===== config.mk =====
export PLATFORM = sky130hd
export DESIGN_NAME = reorder_ctrl
export DESIGN_NICKNAME = d
export VERILOG_FILES = /design/src/rtl/fft_pkg.sv /design/src/rtl/marker_delay.sv /design/src/rtl/reorder_ctrl.sv
export SDC_FILE = /design/constraint.sdc
export NUM_CORES = 1
export LEC_CHECK = 0
export CAP_MARGIN = 20
export CORE_ASPECT_RATIO = 1.75
export CORE_MARGIN = 2
export CORE_UTILIZATION = 35
export CTS_BUF_LIST = sky130_fd_sc_hd__clkbuf_4 sky130_fd_sc_hd__clkbuf_8
export DETAILED_ROUTE_END_ITERATION = 6
export PLACE_DENSITY_LB_ADDON = 0.15
export SLEW_MARGIN = 15
export SYNTH_ARGS = -nofsm -noshare
export SYNTH_HDL_FRONTEND = slang
export SYNTH_HIERARCHICAL = 1
export SYNTH_SLANG_ARGS = --single-unit

===== constraint.sdc =====
create_clock -name clk -period 3.2 [get_ports clk]
set_input_delay 0.8 -clock clk [delete_from_list [all_inputs] [get_ports clk]]
set_output_delay 0.8 -clock clk [all_outputs]
set_load 0.005 [all_outputs]

===== src/rtl/fft_pkg.sv =====
// Shared types and helpers for the SDF FFT pipeline control logic.
package fft_pkg;

   // Sequencer states for a reorder stage controller
   typedef enum logic [1:0] {
      IDLE  = 2'd0,
      RUN   = 2'd1,
      FLUSH = 2'd2
   } reorder_state_e;

   // Legal parameter set: at least two samples per segment, whole segment pairs per frame
   function automatic bit reorder_ctrl_params_ok(input int unsigned length,
                                                 input int unsigned frame_len);
      return (length >= 2) && (frame_len >= 2 * length) &&
             ((frame_len % (2 * length)) == 0);
   endfunction

endpackage


===== src/rtl/marker_delay.sv =====
// Fixed-depth 1-bit delay line used to align frame markers with the reorder datapath.
module marker_delay #(
   parameter int unsigned DEPTH = 4
) (
   input  logic clk,
   input  logic rst,
   input  logic din,
   output logic dout
);

   logic [DEPTH-1:0] line;

   // Shift every clock; synchronous clear drops anything in flight
   always_ff @(posedge clk) begin
      if (rst) begin
         line <= '0;
      end else begin
         line <= {line[DEPTH-2:0], din};
      end
   end

   assign dout = line[DEPTH-1];

endmodule


===== src/rtl/reorder_ctrl.sv =====
// Commutator sequencer for one SDF reorder stage: sw select, frame tracking,
// flush of the delay line, aligned frame markers and sticky protocol errors.
module reorder_ctrl
   import fft_pkg::*;
#(
   parameter int unsigned LENGTH    = 7,
   parameter int unsigned FRAME_LEN = 28
) (
   input  logic clk,
   input  logic rst,
   input  logic din_valid,
   input  logic sof,
   output logic in_ready,
   output logic sw,
   output logic busy,
   output logic out_sof,
   output logic out_eof,
   output logic underrun,
   output logic sof_err
);

   localparam int unsigned SEG_W = $clog2(LENGTH);
   localparam int unsigned FRM_W = $clog2(FRAME_LEN);
   localparam logic [SEG_W-1:0] SEG_LAST = SEG_W'(LENGTH - 1);
   localparam logic [FRM_W-1:0] FRM_LAST = FRM_W'(FRAME_LEN - 1);

   if (!reorder_ctrl_params_ok(LENGTH, FRAME_LEN)) begin : g_bad_params
      $error("reorder_ctrl: LENGTH must be >= 2 and FRAME_LEN a multiple of 2*LENGTH");
   end

   reorder_state_e   state, state_n;
   logic             phase, phase_n;
   logic [SEG_W-1:0] seg_cnt, seg_n;
   logic [FRM_W-1:0] frame_cnt, frame_n;
   logic             underrun_n, sof_err_n;
   logic             drop;
   logic             accept;
   logic             start_mark;
   logic             last_mark;
   logic             pipe_clr;

   // State register and counters
   always_ff @(posedge clk) begin
      if (rst) begin
         state     <= IDLE;
         phase     <= 1'b1;
         seg_cnt   <= '0;
         frame_cnt <= '0;
         underrun  <= 1'b0;
         sof_err   <= 1'b0;
      end else begin
         state     <= state_n;
         phase     <= phase_n;
         seg_cnt   <= seg_n;
         frame_cnt <= frame_n;
         underrun  <= underrun_n;
         sof_err   <= sof_err_n;
      end
   end

   // Next-state, counter and flag update
   always_comb begin
      state_n    = state;
      phase_n    = phase;
      seg_n      = seg_cnt;
      frame_n    = frame_cnt;
      underrun_n = underrun;
      sof_err_n  = sof_err;
      drop       = 1'b0;
      case (state)
         IDLE: begin
            if (accept) begin
               if (sof) begin
                  state_n = RUN;
                  seg_n   = SEG_W'(1);
                  frame_n = FRM_W'(1);
               end else begin
                  sof_err_n = 1'b1;
               end
            end
         end
         RUN: begin
            if (!din_valid) begin
               underrun_n = 1'b1;
               state_n    = IDLE;
               phase_n    = 1'b1;
               seg_n      = '0;
               frame_n    = '0;
               drop       = 1'b1;
            end else begin
               if (sof && (frame_cnt != '0)) begin
                  sof_err_n = 1'b1;
               end
               if (seg_cnt == SEG_LAST) begin
                  seg_n   = '0;
                  phase_n = ~phase;
               end else begin
                  seg_n = seg_cnt + SEG_W'(1);
               end
               if (frame_cnt == FRM_LAST) begin
                  frame_n = '0;
                  state_n = FLUSH;
               end else begin
                  frame_n = frame_cnt + FRM_W'(1);
               end
            end
         end
         FLUSH: begin
            if (accept && sof) begin
               state_n = RUN;
               seg_n   = SEG_W'(1);
               frame_n = FRM_W'(1);
            end else begin
               if (din_valid && (sof || in_ready)) begin
                  sof_err_n = 1'b1;
               end
               if (seg_cnt == SEG_LAST) begin
                  seg_n   = '0;
                  state_n = IDLE;
               end else begin
                  seg_n = seg_cnt + SEG_W'(1);
               end
            end
         end
         default: begin
            state_n = IDLE;
            phase_n = 1'b1;
            seg_n   = '0;
            frame_n = '0;
         end
      endcase
   end

   // Handshake, select and marker inputs decoded from registered state
   always_comb begin
      in_ready   = (state != FLUSH) || (seg_cnt == '0);
      sw         = phase;
      busy       = (state != IDLE);
      accept     = din_valid && in_ready;
      start_mark = accept && sof && (state != RUN);
      last_mark  = accept && (frame_cnt == FRM_LAST);
      pipe_clr   = rst || drop;
   end

   marker_delay #(.DEPTH(LENGTH)) u_sof_delay (
      .clk  (clk),
      .rst  (pipe_clr),
      .din  (start_mark),
      .dout (out_sof)
   );

   marker_delay #(.DEPTH(LENGTH)) u_eof_delay (
      .clk  (clk),
      .rst  (pipe_clr),
      .din  (last_mark),
      .dout (out_eof)
   );

endmodule


* Word-level counts from Yosys, hierarchy flattened
Cells that the tools add are included.
Word-level totals: word-level logic and storage cells 82, register bits 27
Operators by class: bitwise logic cells 3, reduce and logical (&&, ||, !) cells 21, mux-type cells 31, equal/unequal tests 17, $add $sub $neg 2
Operators with widths (number):
- $mux 5 | 5
- $ne 2x2->1 const B | 9
- $mux 3 | 5
- $pmux 5 s3 | 1
- $mux 2 | 6
- $mux 1 | 10
- $ne 3x3->1 const B | 3
- $pmux 3 s3 | 1
- $reduce_and 7->1 | 1
- $logic_and 1x1->1 | 6
- $pmux 2 s3 | 1
- $reduce_and 2->1 | 3
- $add 5x1->5 const B | 1
- $eq 5x5->1 const B | 1
- $reduce_bool 5->1 | 1
- $reduce_and 4->1 | 1
- $add 3x1->3 const B | 1
- $eq 3x3->1 const B | 1
- $logic_not 3->1 | 1
- $logic_or 1x1->1 | 3
- $not 1->1 | 3
- $pmux 1 s3 | 1
- $reduce_and 3->1 | 1
- $reduce_bool 3->1 | 1
- other kinds (7) | 7

* Depth between registers and ports, before layout
Gate-level depths: netlist of the first run.
depth in word-level cells 7, gate-level depth with buffers 6, mapped depth without buffers 6

* Modules after synthesis
Netlist of the first run, hierarchy kept.
Modules (own cells, without submodules):
- reorder_ctrl | area each 812.0 um^2, times used 1, sequential area each 260.2 um^2, cells each 98
- marker_delay | area each 183.9 um^2, times used 2, sequential area each 140.1 um^2, cells each 14

* Least setup slack after synthesis of the first run
No wires, ideal clock.
path kind input to register, from input sof, to register state[1], arrival 1.571 ns, buffers on the path 1, cell stages on the path 4, setup slack 1.514 ns, path through buf_4 > a211o_1 > nor3b_1 > and3_1
Between the ends: word-level cells in the longest chain between the ends 3, elaborated cells on any way between the ends 6, classes of those cells 2 x eq/ne; 2 x mux; 2 x reduce/logical
Ends and longest elaborated chain:
- from (decl) | line reorder_ctrl.sv:12 | input logic sof,
- $logic_and 1x1->1 | line reorder_ctrl.sv:109 | if (accept && sof) begin
- $ne 3x3->1 (no line) or $mux 2 (tied branches)
- $reduce_and 4->1 (no line) or $pmux 2 s3 (tied branches)
- to (signal assigned) | line reorder_ctrl.sv:52 | state <= state_n;
- to (decl) | line reorder_ctrl.sv:31 | reorder_state_e state, state_n;
Parallel ways exist; a longest one is shown, timed or not. A chain may end at the register's enable or synchronous reset.

* Worst setup path in the final report of the first run
from register state[0], to output in_ready
Between the ends: word-level cells in the longest chain between the ends 2
Ends and longest elaborated chain:
- $ne 2x2->1 | line reorder_ctrl.sv:136 | in_ready = (state != FLUSH) || (seg_cnt == '0);
- $logic_or 1x1->1 | line reorder_ctrl.sv:136
- to (decl) | line reorder_ctrl.sv:13 | output logic in_ready,
No other way between the ends.

==> run summary, run 1 <==
N_diodes: 0
VDD IR max: 0.000185 V
Hold Fails Final Rpt: 0
Sink Count: 27
Pins Over Slew Limit: 0
Initial core utilization: 37.2%
Kind of critical path: reg2out
Main synth FF type: dfxtp_1
Htree depth: 1
Flop pwr share: 55.5%
FF+latch count, synth: 27
Synth warn: 6
Area Overhead vs Synth: 14.0%
GRT Overall Usage: 12.9%
Rel. slew slack: 65.4%
Cell depth of the worst flop-to-flop path: 6
Die X: 47.9 um
Run status: finished, final reports clean
Worst hold path cell count: 1
P_int: 0.490 mW
Net Sw Power: 0.165 mW
Die Y: 80.8 um
Post-cts sizing count: 0
Vias per cell: 4.94
# hold bufs at CTS: 0
Clock power share: 30.0%
FP Rows: 27
Clk buf depth: 2
Most frequent cells in the layout: dfxtp_1 (27), nor2b_1 (15), nor2_1 (14)
Port-buffer cells: 10
Hold WS: 0.446 ns
Routed WL: 2130 um
# IOs: 11
Nets@finish: 142
Post-Synthesis Cells: 126
Area of the multi-input gates: 587 sq um
Top post-synthesis cells by area: dfxtp_1 (46%), nor2b_1 (8.0%), nor2_1 (4.5%)
Area of placed instances: 1300 sq um
Largest net degree at the start of global routing: 16
Top cell type by total area after synthesis: dfxtp_1
P per Cell Area: 487 nW/um^2
Crit path arrival time: 1.80 ns
Final routed DRC violation total: 0
Post-route setup slack: 0.604 ns
CTS buffer count: 3
Vias in the first global route: 865
Critical path required time: 2.40 ns
Full die area: 3870 sq um
HPWL Detailed: 1630 um
Final antenna-violating net count: 0
Total core area: 3180 sq um
Seq/Total Area, Yosys: 45.8%
Maximum capacitance violations: 0
Post-synthesis net count: 132
Number of fill cells: 344
Setup TNS: 0 ns
Via count: 880
GRT overflow: 0
Number of synthesized flops with an enable pin: 0
Crit path time final: 2.60 ns
Sw Share: 25.2%
Setup violators final: 0
Share of cells above drive strength 1: 9.63%
GP Congestion: 0.772
Tcrit/Tclk final: 81.1%
CTS tree: done
Final core occ: 42.4%
Setup Fix Bufs, Post-CTS: 0
CTS root buf: clkbuf_8
Mapped Area: 1180 sq um
WL/cell: 11.9 um
Crit path max fanout: 15
First drt pass iteration count: 3
Detailed Route Iter0 Violations: 7
Register Area: 541 sq um
RSZ-0062 raised after global routing: false
CP Launch Type: register
Fmax: 385 MHz
First-pass GRT wire length: 3660 um
Synth top area share: 45.8%
Initial antenna violation count: 0
Final instance area: 1350 sq um
Combinational share of power: 14.4%
Worst Hold Class: reg2reg
Setup WS pre-CTS: 0.888 ns
Clock Skew: 0.00236 ns
Yosys cell types: 42
Worst-Margin Slew: 0.518 ns
Clk_lat worst skew: 0.26 ns
Post-Syn Area per Cell: 9.36 sq um
FFs w/ async S/R, synth: 0%
CTS clk-pin slew, worst paths: 0.09 ns
Crit path capture type: primary output
Commonest non-fill, non-tap cell in the layout: dfxtp_1
Leak Pwr: 0.542 nW
power by group through the flow:
| stage | Clock (mW) | Sequential (mW) | Combinational, mW |
|---|---|---|---|
| 5_1_grt | 0.217 | 0.367 | 0.107 |
| 6_report | 0.197 | 0.364 | 0.0945 |
| 4_1_cts | 0.204 | 0.364 | 0.0963 |
| 2_1_floorplan | 0 | 0.364 | 0.0758 |
| 3_5_place_dp | 0 | 0.372 | 0.0959 |
| 3_3_place_gp | 0 | 0.371 | 0.0960 |
Yosys cell counts, drive strengths merged (2+ instances only):
| library cell | count |
|---|---|
| nor2 | 15 |
| nand2 | 7 |
| nand3 | 3 |
| nor3 | 4 |
| and2b | 2 |
| and4b | 2 |
| clkbuf | 3 |
| dfxtp | 27 |
| and3 | 2 |
| nor2b | 15 |
| a21oi | 7 |
| nand3b | 2 |
| nand2b | 3 |
| o21ai | 5 |
| ha | 2 |
| a21o | 2 |
| a31oi | 3 |
| a211oi | 3 |
| a221oi | 2 |
| inv | 4 |
| buf | 2 |
area by class of cell:
| type | count | share of cell area, % |
|---|---|---|
| Inverter | 4 | 1.12 |
| Sequential cell | 27 | 40.2 |
| Tap cell | 43 | 4.00 |
| Timing Repair Buffer | 10 | 7.44 |
| Clock buffer | 4 | 3.63 |
| Multi-Input combinational cell | 90 | 43.6 |
sequential cells by signal, indices dropped and copies added (netlist names):
name,cells
seg_cnt,3
u_sof_delay/line,7
state,2
u_eof_delay/line,7
sof_err,1
frame_cnt,5
sw,1
underrun,1
critical path: stages, from the launching register on:
cell             delay (ns)
dfxtp_1                0.65
and2b_2                0.31
nand2b_4               0.08
clkdlybuf4s50_1        0.49
kinds of logic after synthesis:
| family | after synthesis | share of synthesized area (%) |
|---|---|---|
| AO/OA/AOI/OAI | 28 | 15.8 |
| XOR/XNOR | 1 | 0.742 |
| flip-flops | 27 | 45.8 |
| AND/OR/NAND/NOR | 59 | 31.1 |
| adder cells (fa/ha/maj) | 2 | 2.12 |
| buffers and inverters | 9 | 4.45 |
routing by layer:
| layer | vias up | part of all wire (%) | track usage [%] |
|---|---|---|---|
| met3 | 6 | 2.1 | 2.00 |
| met4 | 0 | 2.1 | 5.68 |
| met5 | - | 0 | 0 |
| li1 | 455 | - | - |
| met1 | 410 | 41 | 13.5 |
| met2 | 9 | 54 | 23.5 |
metrics by stage:
step                      instances  power [mW]
after CTS                       178       0.664
after global placement          174       0.467
final                           178       0.655
after global routing            178       0.691
after detailed placement        174       0.468
after floorplan                 126       0.440
worst paths after layout:
path / slack (ns) / to / from
worst min register to register: 0.45 / u_eof_delay/line[2] / u_eof_delay/line[1]
worst max-delay path: 0.60 / in_ready / state[0]
worst max register to register: 1.69 / sof_err / frame_cnt[0]
worst min-delay path: 0.45 / u_eof_delay/line[2] / u_eof_delay/line[1]
Power figures use the tool's default switching activity.
==> run 2, diff against run 1 <==
==> constraint.sdc (replaced) <==
create_clock -name clk -period 2.1 [get_ports clk]
set_input_delay 0.525 -clock clk [delete_from_list [all_inputs] [get_ports clk]]
set_output_delay 0.525 -clock clk [all_outputs]
set_load 0.005 [all_outputs]
==> run 2 against run 1 <==
Design area is 4.2% higher. Global-route usage increased by 0.98 points. Total power increased by 55%. Sequential share of layout area fell by 0.81 points. Die area stayed put. Utilization grew 1.8 points. Sequential power grew 52%. Setup slack got worse by 0.53 ns. Critical path type unchanged. Largest power group unchanged.
==> run summary, run 2 (synthesized netlist as in run 1, its figures left out) <==
Run status: finished, final reports clean
Most frequent cells in the layout: dfxtp_1 (22), nor2b_1 (15), nor2_1 (14)
Leak Pwr: 0.573 nW (+5.7%)
Worst Hold Class: reg2reg
Vias per cell: 4.87 (-1.5%)
Htree depth: 1 (unchanged)
Hold EP: u_sof_delay/line[6]
Sink Count: 27 (unchanged)
Via count: 896 (+1.8%)
RSZ-0062 raised after global routing: false
Rel. slew slack: 78.6% (+13 points)
Tcrit/Tclk final: 96.7%
Clk buf depth: 2 (unchanged)
Nets@finish: 148 (+4.2%)
Worst reg2reg endpoint: sof_err
Fmax: 492 MHz
Clock Skew: 0.00230 ns (-0.0000663 ns)
Kind of critical path: reg2out
CTS buffer count: 3 (unchanged)
Full die area: 3870 sq um (unchanged)
Clk_lat worst skew: 0.27 ns (about the same)
Critical path required time: 1.57 ns (-0.83 ns)
Setup TNS: 0 ns (unchanged)
Initial antenna violation count: 0 (unchanged)
CTS tree: done
Crit path arrival time: 1.51 ns (-0.29 ns)
Worst hold path cell count: 1 (unchanged)
Final std cells w/o fill: 184 (+3.4%)
HPWL Detailed: 1750 um (+7.8%)
Inst Count DP: 179 (+2.9%)
N_diodes: 0 (unchanged)
Worst-Margin Slew: 0.319 ns (-0.199 ns)
Initial core utilization: 37.2% (unchanged)
GP Congestion: 0.774 (+0.21%)
Cell depth of the worst flop-to-flop path: 6 (unchanged)
Area Overhead vs Synth: 18.8%
Worst hold start: u_sof_delay/line[5]
Commonest non-fill, non-tap cell in the layout: dfxtp_1
Hold WS: 0.449 ns (+0.00279 ns)
Crit path time final: 2.03 ns
Vias in the first global route: 873 (+0.92%)
Total chip power: 1.02 mW (+55%)
Pins Over Slew Limit: 0 (unchanged)
Largest net degree at the start of global routing: 15 (-1)
GRT overflow: 0 (unchanged)
Largest registers: u_eof_delay/line x7, u_sof_delay/line x7, frame_cnt x5
Crit path max fanout: 5 (-10)
VDD IR max: 0.000411 V (+120%)
First drt pass iteration count: 5 (+2)
Die X: 47.9 um (unchanged)
Port-buffer cells: 10 (unchanged)
GRT Overall Usage: 13.9% (+0.98 points)
Share of cells above drive strength 1: 17.0% (+7.4 points)
Detailed Route Iter0 Violations: 21 (+14)
P per Cell Area: 725 nW/um^2 (+49%)
CTS root buf: clkbuf_8
CP Launch Type: register
Reg-to-reg slack, setup: 0.62 ns (-1.07 ns)
WL/cell: 12.5 um (+4.7%)
Hold Fails Final Rpt: 0 (unchanged)
Final routed DRC violation total: 0 (unchanged)
CTS clk-pin slew, worst paths: 0.09 ns (about the same)
FP Rows: 27 (unchanged)
Setup violators final: 0 (unchanged)
Maximum capacitance violations: 0 (unchanged)
First-pass GRT wire length: 3910 um (+6.6%)
Total core area: 3180 sq um (unchanged)
Final core occ: 44.1% (+1.8 points)
Crit path capture type: primary output
Die Y: 80.8 um (unchanged)
# IOs: 11 (unchanged)
Routed WL: 2300 um (+8.3%)
Worst r2r src: frame_cnt[0]
Final antenna-violating net count: 0 (unchanged)
==> run 2: cell types whose count changed in the layout (fill, tap and decap cells not counted) <==
cell and delta:
buf_4 +6, dfxtp_1 -5, dfxtp_2 +3, dfxtp_4 +2
==> run 2: worst max path at each step <==
| stage | start | end | slack, ns | cells past startpoint |
|---|---|---|---|---|
| after global routing | seg_cnt[2] | in_ready | 0.01 | 3 |
| after floorplan | sof | state[1] | 0.69 | 4 |
| final | seg_cnt[2] | in_ready | 0.07 | 3 |
| after detailed placement | din_valid | sw | 0.14 | 5 |
| after CTS | state[1] | busy | 0.0003 | 3 |
| after global placement | din_valid | frame_cnt[0] | 0.17 | 4 |
==> run 2: report_power, final <==
group,internal [mW],switching (mW)
clock network,0.149,0.153
logic,0.0802,0.0812
registers,0.530,0.0232
total,0.759,0.257
==> run 2: repair_timing <==
action                     in CTS  in global routing
setup endpoints to repair       2                  2
setup buffers                   0                  1
hold buffers                    0                  0
pin swaps                       0                  1
gates resized for setup         2                  5
==> run 2: layout make-up <==
| class | instances | area (sq um) |
|---|---|---|
| Fill cell | 343 | 1770 |
| Sequential cell | 27 | 552 |
| Multi-Input combinational cell | 90 | 587 |
| Inverter | 4 | 15.0 |
| Clock buffer | 4 | 48.8 |
| Timing Repair Buffer | 16 | 145 |
| Tap cell | 43 | 53.8 |
==> run 2: metal layers <==
metal	up-vias	part of all wire (%)	routed length (um)	GRT usage, %
met5	-	0	0	0
met4	0	1.1	25	5.68
met3	2	1.8	42	1.33
met2	6	57	1320	25.3
met1	421	40	920	15.1
li1	467	-	-	-
==> run 2: through the flow <==
stage / cell area (sq um) / worst slack [ns]
after global placement: 1330 / 0.167
after detailed placement: 1330 / 0.141
after global routing: 1400 / 0.0120
after CTS: 1390 / 0.000258
final: 1400 / 0.0691
after floorplan: 1180 / 0.689
==> run 2: critical path, cell delays in order (launching register included) <==
cell and delay, ns:
dfxtp_2 0.36, nor3_4 0.21, nand2b_4 0.17, clkdlybuf4s50_1 0.49
==> run 3, diff against run 2 <==
--- a/config.mk
+++ b/config.mk
@@ -6,10 +6,13 @@
 export NUM_CORES = 1
 export LEC_CHECK = 0
 export CAP_MARGIN = 20
+export CELL_PAD_IN_SITES_DETAIL_PLACEMENT = 1
+export CELL_PAD_IN_SITES_GLOBAL_PLACEMENT = 2
 export CORE_ASPECT_RATIO = 1.75
 export CORE_MARGIN = 2
-export CORE_UTILIZATION = 35
+export CORE_UTILIZATION = 33
 export CTS_BUF_LIST = sky130_fd_sc_hd__clkbuf_4 sky130_fd_sc_hd__clkbuf_8
+export CTS_CLUSTER_SIZE = 40
 export DETAILED_ROUTE_END_ITERATION = 6
 export PLACE_DENSITY_LB_ADDON = 0.15
 export SLEW_MARGIN = 15
==> run 3 against run 2 <==
Clock-buffer cell count unchanged. Die area rose by 5.6%. Utilization down 1.9 points. Largest power group unchanged.
==> run summary, run 3 (synthesized netlist as in run 1, its figures left out) <==
Run status: finished, final reports clean
GRT overflow: 0 (unchanged)
Commonest non-fill, non-tap cell in the layout: dfxtp_1
Setup WS pre-CTS: 0.100 ns (-0.0408 ns)
Critical path required time: 1.57 ns (about the same)
Post-route setup slack: 0.0727 ns (+0.00356 ns)
HPWL Detailed: 2020 um (+15%)
CTS clk-pin slew, worst paths: 0.09 ns (about the same)
P per Cell Area: 719 nW/um^2 (-0.80%)
First drt pass iteration count: 4 (-1)
Via count: 950 (+6.0%)
Leak Pwr: 0.596 nW (+3.9%)
Crit path time final: 2.03 ns (-0.00356 ns)
Worst-Margin Slew: 0.346 ns (+0.0267 ns)
Routed WL: 2630 um (+14%)
Clk buf depth: 2 (unchanged)
CTS root buf: clkbuf_8
Maximum capacitance violations: 0 (unchanged)
Worst path buffer plus inverter count: 1 (unchanged)
Crit-path cells: and2b_2 -> nand2b_4 -> clkdlybuf4s50_1
Clk_lat worst skew: 0.27 ns (about the same)
WL/cell: 13.8 um (+10%)
Initial antenna violation count: 0 (unchanged)
# IOs: 11 (unchanged)
Tcrit/Tclk final: 96.5% (-0.17 points)
# hold bufs at CTS: 0 (unchanged)
Total core area: 3400 sq um (+7.0%)
Most frequent cells in the layout: dfxtp_1 (26), nor2b_1 (15), nor2_1 (14)
Die Y: 83.1 um (+2.8%)
Critical Path Start: state[0]
FP Rows: 28 (+3.7%)
VDD IR max: 0.000363 V (-12%)
Final instance area: 1430 sq um (+2.3%)
Reg-to-reg slack, setup: 0.58 ns (-0.04 ns)
Worst Hold Class: reg2reg
Clock Skew: 0.00558 ns (+0.00328 ns)
WP depth: 3 (unchanged)
GP Congestion: 0.761 (-1.6%)
Slowest stage cell, crit path: clkdlybuf4s50_1
CP endpoint: in_ready
Initial core utilization: 34.7% (-2.4 points)
Worst reg2reg endpoint: sof_err
Die X: 49.2 um (+2.7%)
Largest net degree at the start of global routing: 15 (unchanged)
Crit path arrival time: 1.50 ns (about the same)
Cell depth of the worst flop-to-flop path: 6 (unchanged)
Setup violators final: 0 (unchanged)
Area Overhead vs Synth: 21.5%
Port-buffer cells: 10 (unchanged)
Area of placed instances: 1360 sq um (+1.9%)
Nets@finish: 153 (+3.4%)
GRT Overall Usage: 14.0% (+0.14 points)
Htree depth: 1 (unchanged)
Worst path max stage delay: 0.49 ns (about the same)
CP Launch Type: register
Vias per cell: 4.97 (+2.1%)
Rel. slew slack: 76.9% (-1.8 points)
RSZ-0062 raised after global routing: false
Worst r2r src: frame_cnt[0]
Sink Count: 27 (unchanged)
N_diodes: 0 (unchanged)
First-pass GRT wire length: 4560 um (+17%)
Final antenna-violating net count: 0 (unchanged)
Pins Over Slew Limit: 0 (unchanged)
Final routed DRC violation total: 0 (unchanged)
Largest registers: u_eof_delay/line x7, u_sof_delay/line x7, frame_cnt x5
Cell family contributing the most delay on the critical path: buffers and inverters
CTS buffer count: 3 (unchanged)
Full die area: 4090 sq um (+5.6%)
Crit path capture type: primary output
Fmax: 493 MHz (+0.18%)
CTS tree: done
Crit path max fanout: 4 (-1)
Share of cells above drive strength 1: 17.1% (+0.10 points)
Setup TNS: 0 ns (unchanged)
Kind of critical path: reg2out
Vias in the first global route: 1032 (+18%)
Hold Fails Final Rpt: 0 (unchanged)
Detailed Route Iter0 Violations: 7 (-67%)
==> run 3: worst register-to-register path, delay by kind of cell, from the launching register on <==
kind                       cells  cell delay, ns
and+or+nand+nor                2            0.48
DFF                            1            0.34
adders and majority gates      1            0.16
buffers and inverters          1            0.10
AOI/OAI and AO/OA              2            0.33
==> run 3: routing by layer <==
| layer | up-vias | track usage (%) | wire length, um |
|---|---|---|---|
| met5 | - | 0 | 0 |
| met4 | 0 | 5.45 | 23 |
| met3 | 2 | 1.44 | 63 |
| met2 | 8 | 26.7 | 1460 |
| met1 | 466 | 15.1 | 1080 |
| li1 | 474 | - | - |
==> run 3: what timing repair did <==
item | in CTS | in global routing
setup buffers | 1 | 2
resized for setup | 0 | 2
setup endpoints to repair | 1 | 1
pin swaps | 1 | 0
==> run 3: worst min-delay path by stage <==
stage	from	to	cells after the start
floorplan	u_eof_delay/line[0]	u_eof_delay/line[1]	1
global placement	u_sof_delay/line[1]	u_sof_delay/line[2]	1
detailed placement	u_sof_delay/line[1]	u_sof_delay/line[2]	1
CTS	u_sof_delay/line[1]	u_sof_delay/line[2]	1
global route	u_eof_delay/line[5]	u_eof_delay/line[6]	1
finish	u_sof_delay/line[1]	u_sof_delay/line[2]	1
==> run 3: report_power, final <==
part / switching (mW) / internal [mW]
combinational: 0.0941 / 0.0901
clock: 0.151 / 0.149
sequential: 0.0179 / 0.529
==> run 3: area by class of cell <==
cell class | instances | area (sq um)
fillers | 420 | 1960
multi-input cells | 90 | 587
flip-flops and latches | 27 | 544
repair buffers | 21 | 183
well taps | 45 | 56.3
clock buffers | 4 | 48.8
inverters | 4 | 15.0
==> run 3: metrics by stage <==
step           cells  total power [mW]  utilization (%)  hold slack [ns]
2_1_floorplan    126             0.671                -            0.414
3_3_place_gp     184             0.732             40.0            0.426
3_5_place_dp     184             0.736             40.0            0.430
4_1_cts          189              1.05             41.6            0.453
5_1_grt          191              1.10             42.2            0.470
6_report         191              1.03             42.2            0.446
